File: config.mk
export PLATFORM = sky130hd
export DESIGN_NAME = imm_gen_pipe
export DESIGN_NICKNAME = d
export VERILOG_FILES = /design/src/rtl/imm_gen_pipe_pkg.sv /design/src/rtl/imm_decode.sv /design/src/rtl/imm_gen_pipe.sv
export SDC_FILE = /design/constraint.sdc
export NUM_CORES = 1
export LEC_CHECK = 0
export BUFFER_PORTS_ARGS = -buffer_cell sky130_fd_sc_hd__buf_4
export CORE_MARGIN = 2
export CORE_UTILIZATION = 30
export CTS_CLUSTER_DIAMETER = 50
export DETAILED_ROUTE_END_ITERATION = 10
export SLEW_MARGIN = 20
export SYNTH_ARGS = -nofsm -noshare
export SYNTH_HDL_FRONTEND = slang
export SYNTH_SLANG_ARGS = --single-unit
File: constraint.sdc
create_clock -name clk -period 9.8 [get_ports clk]
set_input_delay 1.96 -clock clk [delete_from_list [all_inputs] [get_ports clk]]
set_output_delay 1.96 -clock clk [all_outputs]
set_load 0.005 [all_outputs]
File: src/rtl/imm_gen_pipe_pkg.sv
// Shared opcode and format-code definitions for the immediate generator.
// Imported by the decoder and the pipeline top.
package imm_gen_pipe_pkg;

   localparam logic [6:0] OPCODE_LOAD   = 7'b0000011;
   localparam logic [6:0] OPCODE_FENCE  = 7'b0001111;
   localparam logic [6:0] OPCODE_OP_IMM = 7'b0010011;
   localparam logic [6:0] OPCODE_AUIPC  = 7'b0010111;
   localparam logic [6:0] OPCODE_STORE  = 7'b0100011;
   localparam logic [6:0] OPCODE_OP     = 7'b0110011;
   localparam logic [6:0] OPCODE_LUI    = 7'b0110111;
   localparam logic [6:0] OPCODE_BRANCH = 7'b1100011;
   localparam logic [6:0] OPCODE_JALR   = 7'b1100111;
   localparam logic [6:0] OPCODE_JAL    = 7'b1101111;
   localparam logic [6:0] OPCODE_SYSTEM = 7'b1110011;

   typedef enum logic [2:0] {
      FMT_I = 3'd0,
      FMT_S = 3'd1,
      FMT_B = 3'd2,
      FMT_U = 3'd3,
      FMT_J = 3'd4,
      FMT_Z = 3'd5,
      FMT_R = 3'd6,
      FMT_X = 3'd7
   } fmt_e;

endpackage

File: src/rtl/imm_decode.sv
// Combinational immediate decoder: classifies an instruction word by opcode and
// builds the sign- (or, for CSR zimm, zero-) extended immediate.
module imm_decode
   import imm_gen_pipe_pkg::*;
#(
   parameter int XLEN        = 32,
   parameter bit LEGACY_HALF = 1'b0
) (
   input  logic [31:0]             ir,
   output logic signed [XLEN-1:0]  imm,
   output fmt_e                    fmt,
   output logic                    illegal
);

   logic signed [11:0]     f_i;
   logic signed [11:0]     f_s;
   logic signed [12:0]     f_b;
   logic signed [31:0]     f_u;
   logic signed [20:0]     f_j;
   logic        [4:0]      f_z;
   logic signed [XLEN-1:0] imm_raw;
   logic                   halve;

   // B and J fields already carry the implicit zero LSB, so they are byte offsets
   assign f_i = ir[31:20];
   assign f_s = {ir[31:25], ir[11:7]};
   assign f_b = {ir[31], ir[7], ir[30:25], ir[11:8], 1'b0};
   assign f_u = {ir[31:12], 12'b0};
   assign f_j = {ir[31], ir[19:12], ir[20], ir[30:21], 1'b0};
   assign f_z = ir[19:15];

   always_comb begin
      imm_raw = '0;
      fmt     = FMT_X;
      illegal = 1'b0;
      halve   = 1'b0;
      case (ir[6:0])
         OPCODE_OP_IMM, OPCODE_LOAD, OPCODE_JALR, OPCODE_FENCE: begin
            fmt     = FMT_I;
            imm_raw = XLEN'(f_i);
         end
         OPCODE_STORE: begin
            fmt     = FMT_S;
            imm_raw = XLEN'(f_s);
         end
         OPCODE_BRANCH: begin
            fmt     = FMT_B;
            imm_raw = XLEN'(f_b);
         end
         OPCODE_LUI: begin
            fmt     = FMT_U;
            imm_raw = XLEN'(f_u);
         end
         OPCODE_AUIPC: begin
            fmt     = FMT_U;
            imm_raw = XLEN'(f_u);
            halve   = LEGACY_HALF;
         end
         OPCODE_JAL: begin
            fmt     = FMT_J;
            imm_raw = XLEN'(f_j);
            halve   = LEGACY_HALF;
         end
         OPCODE_SYSTEM: begin
            if (ir[14]) begin
               fmt     = FMT_Z;
               imm_raw = XLEN'(f_z);
            end else begin
               fmt     = FMT_I;
               imm_raw = XLEN'(f_i);
            end
         end
         OPCODE_OP: begin
            fmt = FMT_R;
         end
         default: begin
            fmt     = FMT_X;
            illegal = 1'b1;
         end
      endcase
   end

   // Halved form keeps the sign: the low bit dropped is always zero
   assign imm = halve ? (imm_raw >>> 1) : imm_raw;

endmodule

File: src/rtl/imm_gen_pipe.sv
// Handshaked immediate generator: decoder feeding a registered output stage
// backed by a one-entry skid so upstream and downstream may stall independently.
module imm_gen_pipe
   import imm_gen_pipe_pkg::*;
#(
   parameter int XLEN        = 32,
   parameter int TAG_W       = 8,
   parameter bit LEGACY_HALF = 1'b0,
   parameter int CNT_W       = 16
) (
   input  logic              clk,
   input  logic              rst_n,
   input  logic              flush,
   input  logic              in_valid,
   output logic              in_ready,
   input  logic [31:0]       in_ir,
   input  logic [TAG_W-1:0]  in_tag,
   output logic              out_valid,
   input  logic              out_ready,
   output logic [XLEN-1:0]   out_imm,
   output logic [2:0]        out_fmt,
   output logic              out_illegal,
   output logic [TAG_W-1:0]  out_tag,
   output logic [CNT_W-1:0]  illegal_cnt
);

   logic signed [XLEN-1:0] dec_imm;
   fmt_e                   dec_fmt;
   logic                   dec_ill;

   imm_decode #(
      .XLEN        (XLEN),
      .LEGACY_HALF (LEGACY_HALF)
   ) u_dec (
      .ir      (in_ir),
      .imm     (dec_imm),
      .fmt     (dec_fmt),
      .illegal (dec_ill)
   );

   logic                   vld_p1;
   logic signed [XLEN-1:0] imm_p1;
   fmt_e                   fmt_p1;
   logic                   ill_p1;
   logic [TAG_W-1:0]       tag_p1;

   logic                   skid_vld;
   logic signed [XLEN-1:0] skid_imm;
   fmt_e                   skid_fmt;
   logic                   skid_ill;
   logic [TAG_W-1:0]       skid_tag;

   logic [CNT_W-1:0]       cnt;
   logic                   push;
   logic                   pop;
   logic                   load_out;
   logic                   load_skid;

   // in_ready comes straight from the skid flop, never from out_ready
   assign push      = in_valid & ~skid_vld & ~flush;
   assign pop       = vld_p1 & out_ready;
   assign load_out  = push & (~vld_p1 | pop);
   assign load_skid = push & vld_p1 & ~pop;

   // ---- stage p0 -> p1: output register and skid control ----
   always_ff @(posedge clk) begin
      if (!rst_n) begin
         vld_p1   <= 1'b0;
         skid_vld <= 1'b0;
         imm_p1   <= '0;
         fmt_p1   <= FMT_I;
         ill_p1   <= 1'b0;
         tag_p1   <= '0;
         cnt      <= '0;
      end else if (flush) begin
         vld_p1   <= 1'b0;
         skid_vld <= 1'b0;
      end else begin
         if (pop && skid_vld) begin
            imm_p1   <= skid_imm;
            fmt_p1   <= skid_fmt;
            ill_p1   <= skid_ill;
            tag_p1   <= skid_tag;
            skid_vld <= 1'b0;
         end else if (load_out) begin
            imm_p1 <= dec_imm;
            fmt_p1 <= dec_fmt;
            ill_p1 <= dec_ill;
            tag_p1 <= in_tag;
            vld_p1 <= 1'b1;
         end else if (load_skid) begin
            skid_vld <= 1'b1;
         end else if (pop) begin
            vld_p1 <= 1'b0;
         end
         if (push && dec_ill && (cnt != {CNT_W{1'b1}})) begin
            cnt <= cnt + CNT_W'(1);
         end
      end
   end

   // Skid payload is only meaningful while skid_vld is set
   always_ff @(posedge clk) begin
      if (load_skid) begin
         skid_imm <= dec_imm;
         skid_fmt <= dec_fmt;
         skid_ill <= dec_ill;
         skid_tag <= in_tag;
      end
   end

   assign in_ready    = ~skid_vld;
   assign out_valid   = vld_p1;
   assign out_imm     = imm_p1;
   assign out_fmt     = fmt_p1;
   assign out_illegal = ill_p1;
   assign out_tag     = tag_p1;
   assign illegal_cnt = cnt;

endmodule

==> impl_metrics.tcl <==
set metrics [dict create \
    routedWlPerCell_um 17.20 \
    postLayoutCellArea_mm2 0.006175 \
    die_h_um 131.7 \
    rows 46 \
    crit_path_start_kind "input pin" \
    cts.clk_slew.worst_paths_ns 0.07 \
    coreArea_mm2 0.01589 \
    overflow 0 \
    tightestPinTransition_ns 1.047 \
    power_frac_comb_pct 10.0 \
    finish.net_count 649 \
    fmax_ghz 0.2540 \
    dp.cells 808 \
    hold_violations 0 \
    fin_util_pct 38.87 \
    internal-power_w 0.0006945 \
    path_class "in2reg" \
    power.switching_w 0.0002446 \
    initial_core_util_pct 30.80 \
    setup_viol 0 \
    min_path_type "reg2reg" \
    synth_fp_nets 564 \
    run_status "completed" \
    syn-instance-count 518 \
    worstPathArrival_ns 4.21 \
    antenna_cells 0 \
    maxCapViolations 0 \
    ant_nets 0 \
    layout-drive-gt1-share_pct 23.03 \
    io_buffers 106 \
    critical_path_peak_fanout 34 \
    clk_latency_ns 0.36 \
    yosys.area.top_type_share_pct 27.00 \
    yosysUniqueCellTypes 55 \
    relSlewSlack_pct 29.93 \
    sw_frac_of_total_pct 26.04 \
    die_width_um 131.7 \
    cts-hold-fix-buffers 0 \
    synth_seq_cells 106 \
    powerDensity_mw_per_mm2 152.1 \
    clock_sinks 106 \
    grt_pass1_wl_mm 23.23 \
    hpwl_mm 9.334 \
    period_minus_slack_ns 3.936 \
    dieArea_mm2 0.01735 \
    min_period_over_period_pct 40.17 \
    grt_pass1_vias 4330 \
    antenna_found_initial 0 \
    post_cts_buffers 0 \
    firstDrtPassIters 5 \
    grt_start_max_net_pins 58 \
    cts_htree_levels 3 \
    via_count 4407 \
    seq_area_frac_synth_pct 52.37 \
    synth_top_area_cell "edfxtp_1" \
    cts_resized 0 \
    synthArstFlopShare_pct 0 \
    final.setup.tns_ns 0 \
    pin_count 107 \
    max-clock-path-buffers 2 \
    ys_top_cells_by_area "edfxtp_1 (27%), dfxtp_1 (25%), nand2_1 (7.1%)" \
    clkPwrFrac_pct 39.1 \
    place_area_mm2 0.005868 \
    drc 0 \
    synthTopCellsByCount "nand2_1 (93), dfxtp_1 (62), edfxtp_1 (44)" \
    finalWirelength_mm 14.18 \
    cts_buffers 9 \
    worst_ir_drop_vdd_mv 0.08630 \
    skew_ns 0.01240 \
    cp_data_required_time_ns 10.07 \
    via_per_inst 5.348 \
    fin_cells 824 \
    grt_usage_pct 16.59 \
    place_congestion 0.8929 \
    ys_warn_count 0 \
    area_growth_pct 26.18 \
    syn_area_per_cell_um2 9.447 \
    power.leakage_nw 2.478 \
    rsz0062_at_grt "no" \
    cts_tree "yes" \
    root_buffer "clkbuf_16" \
    drtIter0Drc 360 \
    slew_viol_final 0 \
    sequentialPowerShare_pct 50.8 \
    netlist_area_mm2 0.004893 \
    synth_edf_count 44 \
    fin_total_pwr_w 0.0009390 \
    synthFlopType "dfxtp_1" \
    crit_path_end_kind "register" \
    yosysMostFrequentCell "nand2_1" \
]
==> routing by layer <==
metal	track usage, %	vias up	wire [um]
met5	0	-	0
met4	3.080	0	91
met3	4.900	8	927
met2	27.52	144	6906
met1	21.68	2149	6251
li1	-	2106	-
==> worst paths after layout <==
kind,startpoint,endpoint,slack [ns],depth (start not counted)
max,in_valid,out_imm[1]$_SDFFE_PN0P_,5.86,8
min,illegal_cnt[15]$_SDFFE_PN0P_,illegal_cnt[15]$_SDFFE_PN0P_,0.49,2
max reg2reg,out_valid$_SDFFE_PP0P_,out_imm[1]$_SDFFE_PN0P_,7.06,7
min reg2reg,illegal_cnt[15]$_SDFFE_PN0P_,illegal_cnt[15]$_SDFFE_PN0P_,0.49,2
==> power by group through the flow <==
stage	sequential (W)	clock, W	combinational, W
after floorplan	0.000486	0	0.0000453
after detailed placement	0.000487	0	0.0000939
after global routing	0.000479	0.000397	0.000104
after global placement	0.000487	0	0.0000922
final	0.000477	0.000368	0.0000941
after CTS	0.000477	0.000381	0.0000943
==> metrics by stage <==
step | hold WS (ns) | worst slack, ns
final | 0.4897 | 5.864
after global routing | 0.5190 | 5.721
after CTS | 0.4896 | 5.879
after detailed placement | 0.4790 | 5.541
after global placement | 0.4652 | 5.594
after floorplan | 0.4483 | 5.100
==> flip-flops by register name, indices dropped and copies added (netlist names) <==
name	flops
out_imm	32
skid_imm	32
illegal_cnt	16
out_tag	8
skid_tag	8
out_fmt	3
skid_fmt	3
out_illegal	1
out_valid	1
skid_ill	1
skid_vld	1
==> worst max-delay path: stages <==
cell      delay (ns)
buf_4           0.08
nand2b_1        0.12
a211o_1         0.30
buf_4           0.25
nor2_1          0.83
buf_4           0.34
nand2_1         0.11
o221ai_1        0.19
==> placed cells by master (no fill, tap or decap), types with 3 or more instances in the layout <==
cell type  netlist  layout
buf_4            0     114
nand2_1         93      93
dfxtp_1         62      62
edfxtp_1        44      44
o21ai_0         31      31
nand3_1         28      28
a311oi_1        27      27
a21oi_1         25      25
or3_1           22      22
nor2_1          15      15
or4_1           11      11
o31ai_1         10      10
nand2b_1         9       9
clkbuf_16        0       9
and2_1           8       8
o211a_1          8       8
nand4_1          7       7
inv_1            7       7
a31oi_1          5       5
mux2i_1          5       5
a211o_1          4       4
a21o_1           4       4
o221ai_1         4       4
inv_8            0       4
nor2b_1          4       3
nor4_1           3       3
and3_1           3       3
and4_1           3       3
==> layout make-up <==
type	count	area [um2]
clock buffer	9	225.2
clock inverter	7	77.57
tap	216	270.3
sequential	106	2562
multi-input combinational	364	2153
fill	1650	9711
inverter	8	30.03
timing repair buffer	114	855.8
==> cells by family after synthesis <==
group	count (synthesis)	synth area share [%]
mux	5	1.023
flops	106	52.37
buf+inv	48	4.117
simple gates	221	22.73
compound gates	137	19.51
fa+ha+maj	1	0.2556
(Power assumes the default switching activity.)
